$ cat config.mk
export PLATFORM = sky130hd
export DESIGN_NAME = eaglesong_stream_frontend
export DESIGN_NICKNAME = d
export VERILOG_FILES = /design/src/rtl/eaglesong_pkg.sv /design/src/rtl/eaglesong_byte_serializer.sv /design/src/rtl/eaglesong_stream_frontend.sv
export SDC_FILE = /design/constraint.sdc
export NUM_CORES = 1
export LEC_CHECK = 0
export CAP_MARGIN = 20
export CORE_MARGIN = 1
export CORE_UTILIZATION = 52
export CTS_BUF_LIST = sky130_fd_sc_hd__clkbuf_4
export CTS_CLUSTER_DIAMETER = 30
export DETAILED_ROUTE_END_ITERATION = 8
export HOLD_SLACK_MARGIN = 0.15
export PLACE_DENSITY = 0.82
export SYNTH_ARGS = -nofsm -noshare
export SYNTH_HDL_FRONTEND = slang
export SYNTH_SLANG_ARGS = --single-unit
$ cat constraint.sdc
create_clock -name clk -period 5.85 [get_ports clk]
set_clock_uncertainty 0.1 [all_clocks]
set_input_delay 1.17 -clock clk [delete_from_list [all_inputs] [get_ports clk]]
set_output_delay 1.17 -clock clk [all_outputs]
set_load 0.03 [all_outputs]
$ cat src/rtl/eaglesong_pkg.sv
// Shared sizes and FSM encoding for the Eaglesong stream front end.
package eaglesong_pkg;

  localparam int DIGEST_BYTES  = 32;
  localparam int MAX_MSG_BYTES = 32;

  typedef enum logic [1:0] {
    COLLECT = 2'd0,
    START   = 2'd1,
    WAIT    = 2'd2,
    SEND    = 2'd3
  } state_e;

endpackage

$ cat src/rtl/eaglesong_byte_serializer.sv
// Holds a 256-bit digest and emits it byte 0 first; byte 0 is valid the cycle after load.
// Backpressure: out_dat/out_last hold while out_rdy is low; out_dat reads 0 when idle.
module eaglesong_byte_serializer
  import eaglesong_pkg::*;
(
  input  logic         clk,
  input  logic         rst_n,
  input  logic         load_vld,
  input  logic [255:0] load_dat,
  output logic [7:0]   out_dat,
  output logic         out_vld,
  output logic         out_last,
  input  logic         out_rdy
);

  localparam logic [4:0] LAST_IDX = 5'(DIGEST_BYTES - 1);

  logic [255:0] dig_q, dig_d;
  logic [4:0]   idx_q, idx_d;
  logic         vld_q, vld_d;

  always_comb begin
    dig_d = dig_q;
    idx_d = idx_q;
    vld_d = vld_q;
    if (load_vld) begin
      dig_d = load_dat;
      idx_d = '0;
      vld_d = 1'b1;
    end else if (vld_q && out_rdy) begin
      // Index wraps back to 0 after the final byte, ready for the next load.
      idx_d = idx_q + 5'd1;
      if (idx_q == LAST_IDX) begin
        vld_d = 1'b0;
      end
    end
  end

  always_ff @(posedge clk or negedge rst_n) begin
    if (!rst_n) begin
      dig_q <= '0;
      idx_q <= '0;
      vld_q <= 1'b0;
    end else begin
      dig_q <= dig_d;
      idx_q <= idx_d;
      vld_q <= vld_d;
    end
  end

  always_comb begin
    out_vld  = vld_q;
    out_last = vld_q && (idx_q == LAST_IDX);
    out_dat  = vld_q ? dig_q[{idx_q, 3'b000} +: 8] : 8'h00;
  end

endmodule

$ cat src/rtl/eaglesong_stream_frontend.sv
// Packs a 1-32 byte message for the digest core, starts it, waits with timeout, streams the digest.
// Latency: start the cycle after the last byte; in_ready drops while busy; digest output honours out_ready.
module eaglesong_stream_frontend
  import eaglesong_pkg::*;
#(
  parameter int START_CYCLES = 1,
  parameter int TIMEOUT      = 120
) (
  input  logic         clk,
  input  logic         rst_n,
  input  logic [7:0]   in_data,
  input  logic         in_valid,
  input  logic         in_last,
  output logic         in_ready,
  output logic [7:0]   out_data,
  output logic         out_valid,
  output logic         out_last,
  input  logic         out_ready,
  output logic [255:0] core_input_val,
  output logic [6:0]   core_input_length_bytes,
  output logic         core_start_eval,
  input  logic [255:0] core_output_val,
  input  logic         core_eval_output_ready,
  output logic         busy,
  output logic         err_overflow,
  output logic         err_timeout
);

  localparam int          TW       = $clog2(TIMEOUT + 1);
  localparam logic [TW-1:0] TMO_LAST = TW'(TIMEOUT - 1);
  localparam logic [1:0]  SC_LAST  = 2'(START_CYCLES - 1);
  localparam logic [5:0]  MSG_FULL = 6'(MAX_MSG_BYTES);

  state_e          state_q, state_d;
  logic [5:0]      cnt_q, cnt_d;
  logic            ovf_q, ovf_d;
  logic [255:0]    msg_q, msg_d;
  logic [6:0]      len_q, len_d;
  logic [1:0]      sc_q, sc_d;
  logic [TW-1:0]   tmo_q, tmo_d;
  logic            in_rdy_q, in_rdy_d;
  logic            err_ovf_q, err_ovf_d;
  logic            err_tmo_q, err_tmo_d;

  logic accept, msg_too_long, core_load, tmo_expire, tx_last;

  assign accept       = in_valid && in_rdy_q && (state_q == COLLECT);
  assign msg_too_long = ovf_q || (cnt_q == MSG_FULL);
  assign core_load    = (state_q == WAIT) && core_eval_output_ready;
  assign tmo_expire   = (state_q == WAIT) && !core_eval_output_ready && (tmo_q == TMO_LAST);
  assign tx_last      = out_valid && out_ready && out_last;

  always_ff @(posedge clk or negedge rst_n) begin
    if (!rst_n) begin
      state_q <= COLLECT;
    end else begin
      state_q <= state_d;
    end
  end

  always_comb begin
    state_d = state_q;
    case (state_q)
      COLLECT: if (accept && in_last && !msg_too_long) state_d = START;
      START:   if (sc_q == SC_LAST) state_d = WAIT;
      WAIT: begin
        // A ready arriving in the final WAIT cycle still wins over expiry.
        if (core_eval_output_ready) state_d = SEND;
        else if (tmo_q == TMO_LAST) state_d = COLLECT;
      end
      SEND:    if (tx_last) state_d = COLLECT;
      default: state_d = COLLECT;
    endcase
  end

  always_comb begin
    cnt_d     = cnt_q;
    ovf_d     = ovf_q;
    msg_d     = msg_q;
    len_d     = len_q;
    sc_d      = '0;
    tmo_d     = '0;
    err_ovf_d = 1'b0;
    err_tmo_d = tmo_expire;
    in_rdy_d  = (state_d == COLLECT);
    if (state_q == START) sc_d = sc_q + 2'd1;
    if (state_q == WAIT) tmo_d = tmo_q + TW'(1);
    if (accept) begin
      if (cnt_q < MSG_FULL) begin
        msg_d[{cnt_q[4:0], 3'b000} +: 8] = in_data;
        cnt_d = cnt_q + 6'd1;
      end else begin
        ovf_d = 1'b1;
      end
      if (in_last) begin
        if (msg_too_long) begin
          msg_d     = '0;
          cnt_d     = '0;
          ovf_d     = 1'b0;
          err_ovf_d = 1'b1;
        end else begin
          len_d = {1'b0, cnt_q} + 7'd1;
        end
      end
    end
    // Leaving a run clears the buffer so unwritten slots read as zero next time.
    if ((state_q != COLLECT) && (state_d == COLLECT)) begin
      msg_d = '0;
      len_d = '0;
      cnt_d = '0;
      ovf_d = 1'b0;
    end
  end

  always_ff @(posedge clk or negedge rst_n) begin
    if (!rst_n) begin
      cnt_q     <= '0;
      ovf_q     <= 1'b0;
      msg_q     <= '0;
      len_q     <= '0;
      sc_q      <= '0;
      tmo_q     <= '0;
      in_rdy_q  <= 1'b0;
      err_ovf_q <= 1'b0;
      err_tmo_q <= 1'b0;
    end else begin
      cnt_q     <= cnt_d;
      ovf_q     <= ovf_d;
      msg_q     <= msg_d;
      len_q     <= len_d;
      sc_q      <= sc_d;
      tmo_q     <= tmo_d;
      in_rdy_q  <= in_rdy_d;
      err_ovf_q <= err_ovf_d;
      err_tmo_q <= err_tmo_d;
    end
  end

  always_comb begin
    core_start_eval         = (state_q == START);
    busy                    = (state_q != COLLECT);
    in_ready                = in_rdy_q;
    err_overflow            = err_ovf_q;
    err_timeout             = err_tmo_q;
    core_input_val          = msg_q;
    core_input_length_bytes = len_q;
  end

  eaglesong_byte_serializer u_ser (
    .clk      (clk),
    .rst_n    (rst_n),
    .load_vld (core_load),
    .load_dat (core_output_val),
    .out_dat  (out_data),
    .out_vld  (out_valid),
    .out_last (out_last),
    .out_rdy  (out_ready)
  );

endmodule

Word-level counts from Yosys, hierarchy flattened
Index checks and enable logic that the tools add are counted.

Input bits: 270. Logic and storage cells: 91. Memory bits (read-only): 0. RAM bits: 0. Memories: 0. Latch bits: 0. Bits in registers: 546.

Bitwise gates (word level): 0. Equality and inequality tests: 7. Add/sub/neg operators: 6. Shifts and indexed selects: 3. Magnitude comparators: 1. Reduce and logical (&&, ||, !) cells: 24. Div/mod/pow operators: 0. Multiply operators: 0. Multiplexer cells: 37.

Operator list (number): 256-bit 2-to-1 mux (5); 256-bit bitwise mux (1); 8-bit by 10-bit variable shift with 256-bit output, first input constant (1); 256-bit by 9-bit indexed part select with 8-bit output (1); 8-bit by 10-bit indexed part select with 256-bit output (1); 7-bit 2-to-1 mux (5); 6-bit 2-to-1 mux (5); 2-bit 2-to-1 mux (6); 1-bit logical AND (11); 1-bit 2-to-1 mux (11); 5-bit 2-to-1 mux (2); 8-bit negator with 10-bit output (1); 2-bit nonzero test (5); 8-bit 2-to-1 mux (1); 2-bit case mux with 4 select lines (1); 6-bit by 1-bit adder with 7-bit output, second input constant (1); 7-bit by 1-bit adder with 7-bit output, second input constant (1); 7-bit == test, second input constant (1); 6-bit by 1-bit adder with 6-bit output, second input constant (1); 6-bit == test, second input constant (1); 2-bit logical NOT (3); 6-bit less-than comparator, second input constant (1); 5-bit by 1-bit adder with 5-bit output, second input constant (1); 5-bit == test, second input constant (1); other kinds (8) (10).

Logic depth before layout (Yosys ltp)
Depth after elaboration: 10. Mapped depth: 13. Mapped depth without buffers: 9.

Hierarchy
A second synthesis with hierarchy kept.

Cell total of the unflattened synthesis: 2065. Area total of the unflattened synthesis: 25532.0 um2.

Modules (own cells, without submodules): eaglesong_stream_frontend (cells an instance 1310, area an instance 13574.3 um2, times used 1); eaglesong_byte_serializer (cells an instance 755, area an instance 11957.7 um2, times used 1).

Least setup slack after synthesis
No wires, ideal clock.

Kind: register -> output. Start point: reg u_ser.idx_q[1]. End point: out out_data[0]. Buffers on the path: 2. Arrival: 2.162 ns. Stages on the path, launching flop included: 7. Slack: 2.418 ns. Path through: dfrtp_1 -> clkbuf_1 -> clkbuf_1 -> mux4_2 -> nor2b_1 -> a211oi_1 -> nor3_1.

Longest elaborated chain between the ends: 2.

RTL lines: start, declared (RTL line eaglesong_byte_serializer.sv:19) `logic [4:0] idx_q, idx_d;`; start signal, assigned (RTL line eaglesong_byte_serializer.sv:46) `idx_q <= idx_d;`; 256-bit by 9-bit indexed part select with 8-bit output (RTL line eaglesong_byte_serializer.sv:54) `out_dat = vld_q ? dig_q[{idx_q, 3'b000} +: 8] : 8'h00;`; 8-bit 2-to-1 mux (RTL line eaglesong_byte_serializer.sv:54); end, declared (RTL line eaglesong_stream_frontend.sv:15) `output logic [7:0] out_data,`.

No other way between the ends.

Worst setup path in the final report
Start point: reg u_ser.idx_q[0]. End point: out out_data[2].

Same word-level chain as after synthesis.

==> results by group <==
Layout
  – Finished Core Util: a little over two thirds
  – Synth-to-Final Area Change: 33.0%
  – Area of the multi-input gates: approximately 9800 µm²
  – Number of fill cells: ~3200
  – Final Instance Count excl. Fillers: roughly 3300
  – Share of layout cells above drive strength 1: approximately a quarter
  – FF+latch area: between 10000 and 15000 µm²
  – Design Area, Final: 32000 µm²
  – Final Net Count: approximately 2800

STA
  – Final worst-path cycle share: 90.9%
  – Relative slew slack: around 22%
  – Fmax: approximately 190 MHz
  – Worst-Margin Slew: approximately 1.1 ns
  – Final Hold Fails: 0
  – Pins over their slew limit: 0
  – RSZ-0062 raised after global routing: no
  – Hold_ws: 0.232 ns
  – Setup TNS: 0 ns
  – Setup violators final: 0
  – Period minus WS final: 5.32 ns

Global routing
  – First-pass GRT wire length: between 100 and 150 mm
  – Vias in the first global route: ~20000
  – Pin count of the biggest net entering global routing: between 150 and 200
  – Initial antenna violation count: 24
  – GRT Util Overall: 33.4%
  – Total global routing overflow: 0

Yosys
  – Syn Area/Cell: around 12 µm²
  – Combinational family with the most area after synthesis: multiplexers
  – Main flop type after synthesis: dfrtp_1
  – Synth Area in Adders: less than 1%
  – Synthesis Warnings: 0
  – Synthesized flop and latch total: around 550
  – Post-Syn Nets: approximately 2200
  – Xor/xnor share of the synthesized area: 0.510%
  – Ys async rst share: between 90% and 100%
  – Simple-gate portion of the synthesized area: 10.1%
  – Cell Area, Synth: between 20000 and 25000 µm²
  – Synth Area in Compound Gates: approximately a tenth
  – Post-Synthesis Cells: between 1500 and 2000
  – Mux share of post-synthesis cell area: 19.8%
  – Post-synth EDFFs: 0
  – Post-synthesis sequential area ratio: between 50% and 60%
  – Synth cell types: 68

CTS
  – Clk root buf: clkbuf_4
  – CTS Buffer Depth: 3
  – Cts bufs inserted: 148
  – Worst-Skew Late Latency: slightly below 1 ns
  – CTS tree: yes
  – Post-CTS Hold Fix Bufs: 0
  – Post-CTS sizing: 0
  – H-tree Lvls: 4
  – Sink Count: about 550
  – Reg clk slew, reported paths: 0.06 ns
  – Setup Buffers After CTS: 0

Worst setup path
  – Worst Path Arrival: ~4.1 ns
  – R2R Setup Slk: 1.82 ns
  – Critical path class: flip-flop to output port
  – Worst Setup End Kind: output port
  – Crit path to: out_data[2]
  – Worst reg2reg path endpoint: core_input_val[108]$_DFFE_PN0P_
  – Required @ worst endpoint: between 4 and 5 ns
  – Startpoint Class: flip-flop
  – Launching point of the worst reg2reg path: cnt_q[0]$_DFFE_PN0P_
  – Worst-case reg-to-reg path depth: 9
  – Crit. Startpoint: u_ser.idx_q[0]$_DFFE_PN0P_
  – Crit-path max FO: 22

Floorplan
  – Die height: 217 µm
  – Floorplan row count: about 80
  – Die area: about 47000 µm²
  – Core area: ~45000 µm²
  – Starting density of the core: a little over half
  – Die Wd: 217 µm
  – IO Pins: 548

Worst hold path
  – Hold Path Class: input pin to asynchronous set/reset pin

Drt
  – Via count: 19500
  – Post-route ant nets: 0
  – Routed WL: between 70 and 80 mm
  – Router iterations before antenna repair: 7
  – DRC: 0
  – Vias per inst: between 5 and 6
  – Routed len/inst: ~24 µm
  – DR iter-0 viols: about 1700

Power
  – Worst vdd ir: between 0.0003 and 0.0004 V
  – PwrDens: 451 nW/µm²
  – Pleak: roughly 13 nW

Place
  – Port Buf Inserts: between 500 and 600
  – Placed Cells incl. Taps: slightly below 3000
  – GPL Wtd Cong: 0.911
  – Dpl hpwl: approximately 56 mm
  – Post-DP Area: 30100 µm²

Job
  – Max-Cap Viols: 0

Status
  – Status: complete, no violations
kinds of logic (layout without fill, tap and decap cells):
family | after synthesis | after routing
buffers and inverters | 139 | 831
AND/OR/NAND/NOR | 514 | 514
XOR/XNOR | 14 | 14
adder cells (fa/ha/maj) | 10 | 10
other | 0 | 28
AO/OA/AOI/OAI | 347 | 347
multiplexers | 361 | 361
flip-flops | 546 | 546
critical path, stage by stage (launching register included):
cell and delay (ns):
dfrtp_4 0.72, buf_4 0.38, mux4_2 0.55, mux2_2 0.27, o22ai_1 0.38, nor3_1 0.13
clkdlybuf4s50_1 0.63
sequential cells by signal, summed over array words and instances (netlist names):
signal,flops
sc_q,2
core_input_length_bytes,7
cnt_q,6
u_ser.dig_q,256
state_q,2
in_ready,1
u_ser.idx_q,5
tmo_q,7
core_input_val,256
u_ser.out_vld,1
err_timeout,1
ovf_q,1
err_overflow,1
area by class of cell:
type	instances	area share, %
repair buffers	574	18.1
clock buffers	208	4.88
well taps	600	2.35
clock inverters	41	1.01
diodes	28	0.219
flip-flops and latches	546	42.7
inverters	8	0.0938
multi-input cells	1246	30.7
layout by cell type, fill, tap and decap left out, drive strengths merged, types with 3 or more instances in the layout:
cell / netlist / final
a2111oi: 3 / 3
a211oi: 16 / 16
a21o: 8 / 8
a21oi: 37 / 37
a221oi: 6 / 6
a31oi: 3 / 3
a32o: 21 / 21
and2: 10 / 10
and3: 12 / 12
buf: 64 / 28
bufinv: 0 / 6
clkbuf: 67 / 208
clkdlybuf4s50: 0 / 546
clkinv: 0 / 29
dfrtp: 546 / 546
diode: 0 / 28
ha: 10 / 10
inv: 8 / 13
mux2: 272 / 272
mux2i: 25 / 25
mux4: 64 / 64
nand2: 220 / 220
nand2b: 5 / 5
nand3: 147 / 147
nand4: 12 / 12
nor2: 55 / 55
nor2b: 17 / 17
nor3: 14 / 14
nor4: 5 / 5
o211ai: 22 / 22
o21ai: 129 / 129
o22ai: 9 / 9
o2bb2ai: 22 / 22
o31ai: 58 / 58
o41ai: 5 / 5
or2: 7 / 7
xnor2: 7 / 7
xor2: 7 / 7
stage by stage:
stage / total power, mW / setup WS (ns)
after detailed placement: 10.9 / 1.51
after CTS: 14.4 / 0.442
after global routing: 15.1 / 0.335
final: 14.5 / 0.534
after global placement: 10.6 / 1.56
after floorplan: 9.10 / 2.42
cell usage after synthesis (all sizes together) (3+ instances only):
| cell type | number | area share (%) |
|---|---|---|
| dfrtp | 546 | 57 |
| a2111oi | 3 | 0.19 |
| or2 | 7 | 0.18 |
| nand4 | 12 | 0.39 |
| o41ai | 5 | 0.18 |
| nor2b | 17 | 0.44 |
| mux2 | 272 | 13 |
| a31oi | 3 | 0.17 |
| o2bb2ai | 22 | 0.80 |
| nand3 | 147 | 3.1 |
| inv | 8 | 0.12 |
| and2 | 10 | 0.26 |
| nand2 | 220 | 3.4 |
| a21o | 8 | 0.25 |
| buf | 64 | 1.3 |
| nand2b | 5 | 0.13 |
| nor4 | 5 | 0.19 |
| o22ai | 9 | 0.23 |
| xnor2 | 7 | 0.25 |
| nor2 | 55 | 0.87 |
| o31ai | 58 | 1.8 |
| a21oi | 37 | 0.77 |
| o21ai | 129 | 2.7 |
| mux4 | 64 | 6.0 |
| o211ai | 22 | 0.69 |
| mux2i | 25 | 1.0 |
| a211oi | 16 | 0.54 |
| a32o | 21 | 0.87 |
| clkbuf | 67 | 1.1 |
| a221oi | 6 | 0.27 |
| nor3 | 14 | 0.36 |
| ha | 10 | 0.52 |
| xor2 | 7 | 0.25 |
| and3 | 12 | 0.31 |
metal layers:
| metal | global-route usage, % | vias up | wire length [µm] | share of wire (%) |
|---|---|---|---|---|
| li1 | - | 8372 | - | - |
| met5 | 0 | - | 0 | 0 |
| met3 | 10.5 | 271 | 7430 | 9.6 |
| met1 | 39.0 | 9734 | 28000 | 36 |
| met4 | 21.6 | 0 | 4720 | 6.1 |
| met2 | 53.5 | 1118 | 37400 | 48 |
worst min-delay path by stage:
stage                             startpoint                              end  depth (start not counted)
final                                  rst_n  core_input_val[201]$_DFFE_PN0P_                          1
after global placement    tmo_q[0]$_DFF_PN0_               tmo_q[0]$_DFF_PN0_                          1
after CTS                              rst_n     u_ser.dig_q[132]$_DFFE_PN0P_                          1
after detailed placement  tmo_q[0]$_DFF_PN0_               tmo_q[0]$_DFF_PN0_                          1
after floorplan           tmo_q[0]$_DFF_PN0_               tmo_q[0]$_DFF_PN0_                          1
after global routing                   rst_n     u_ser.dig_q[132]$_DFFE_PN0P_                          1
report_power, final:
part           switching [mW]  internal, mW
registers               0.706          4.80
logic                    2.90          2.55
clock network            1.60          1.89
total                    5.21          9.24
Note: power is estimated with default switching activity, not from simulation.
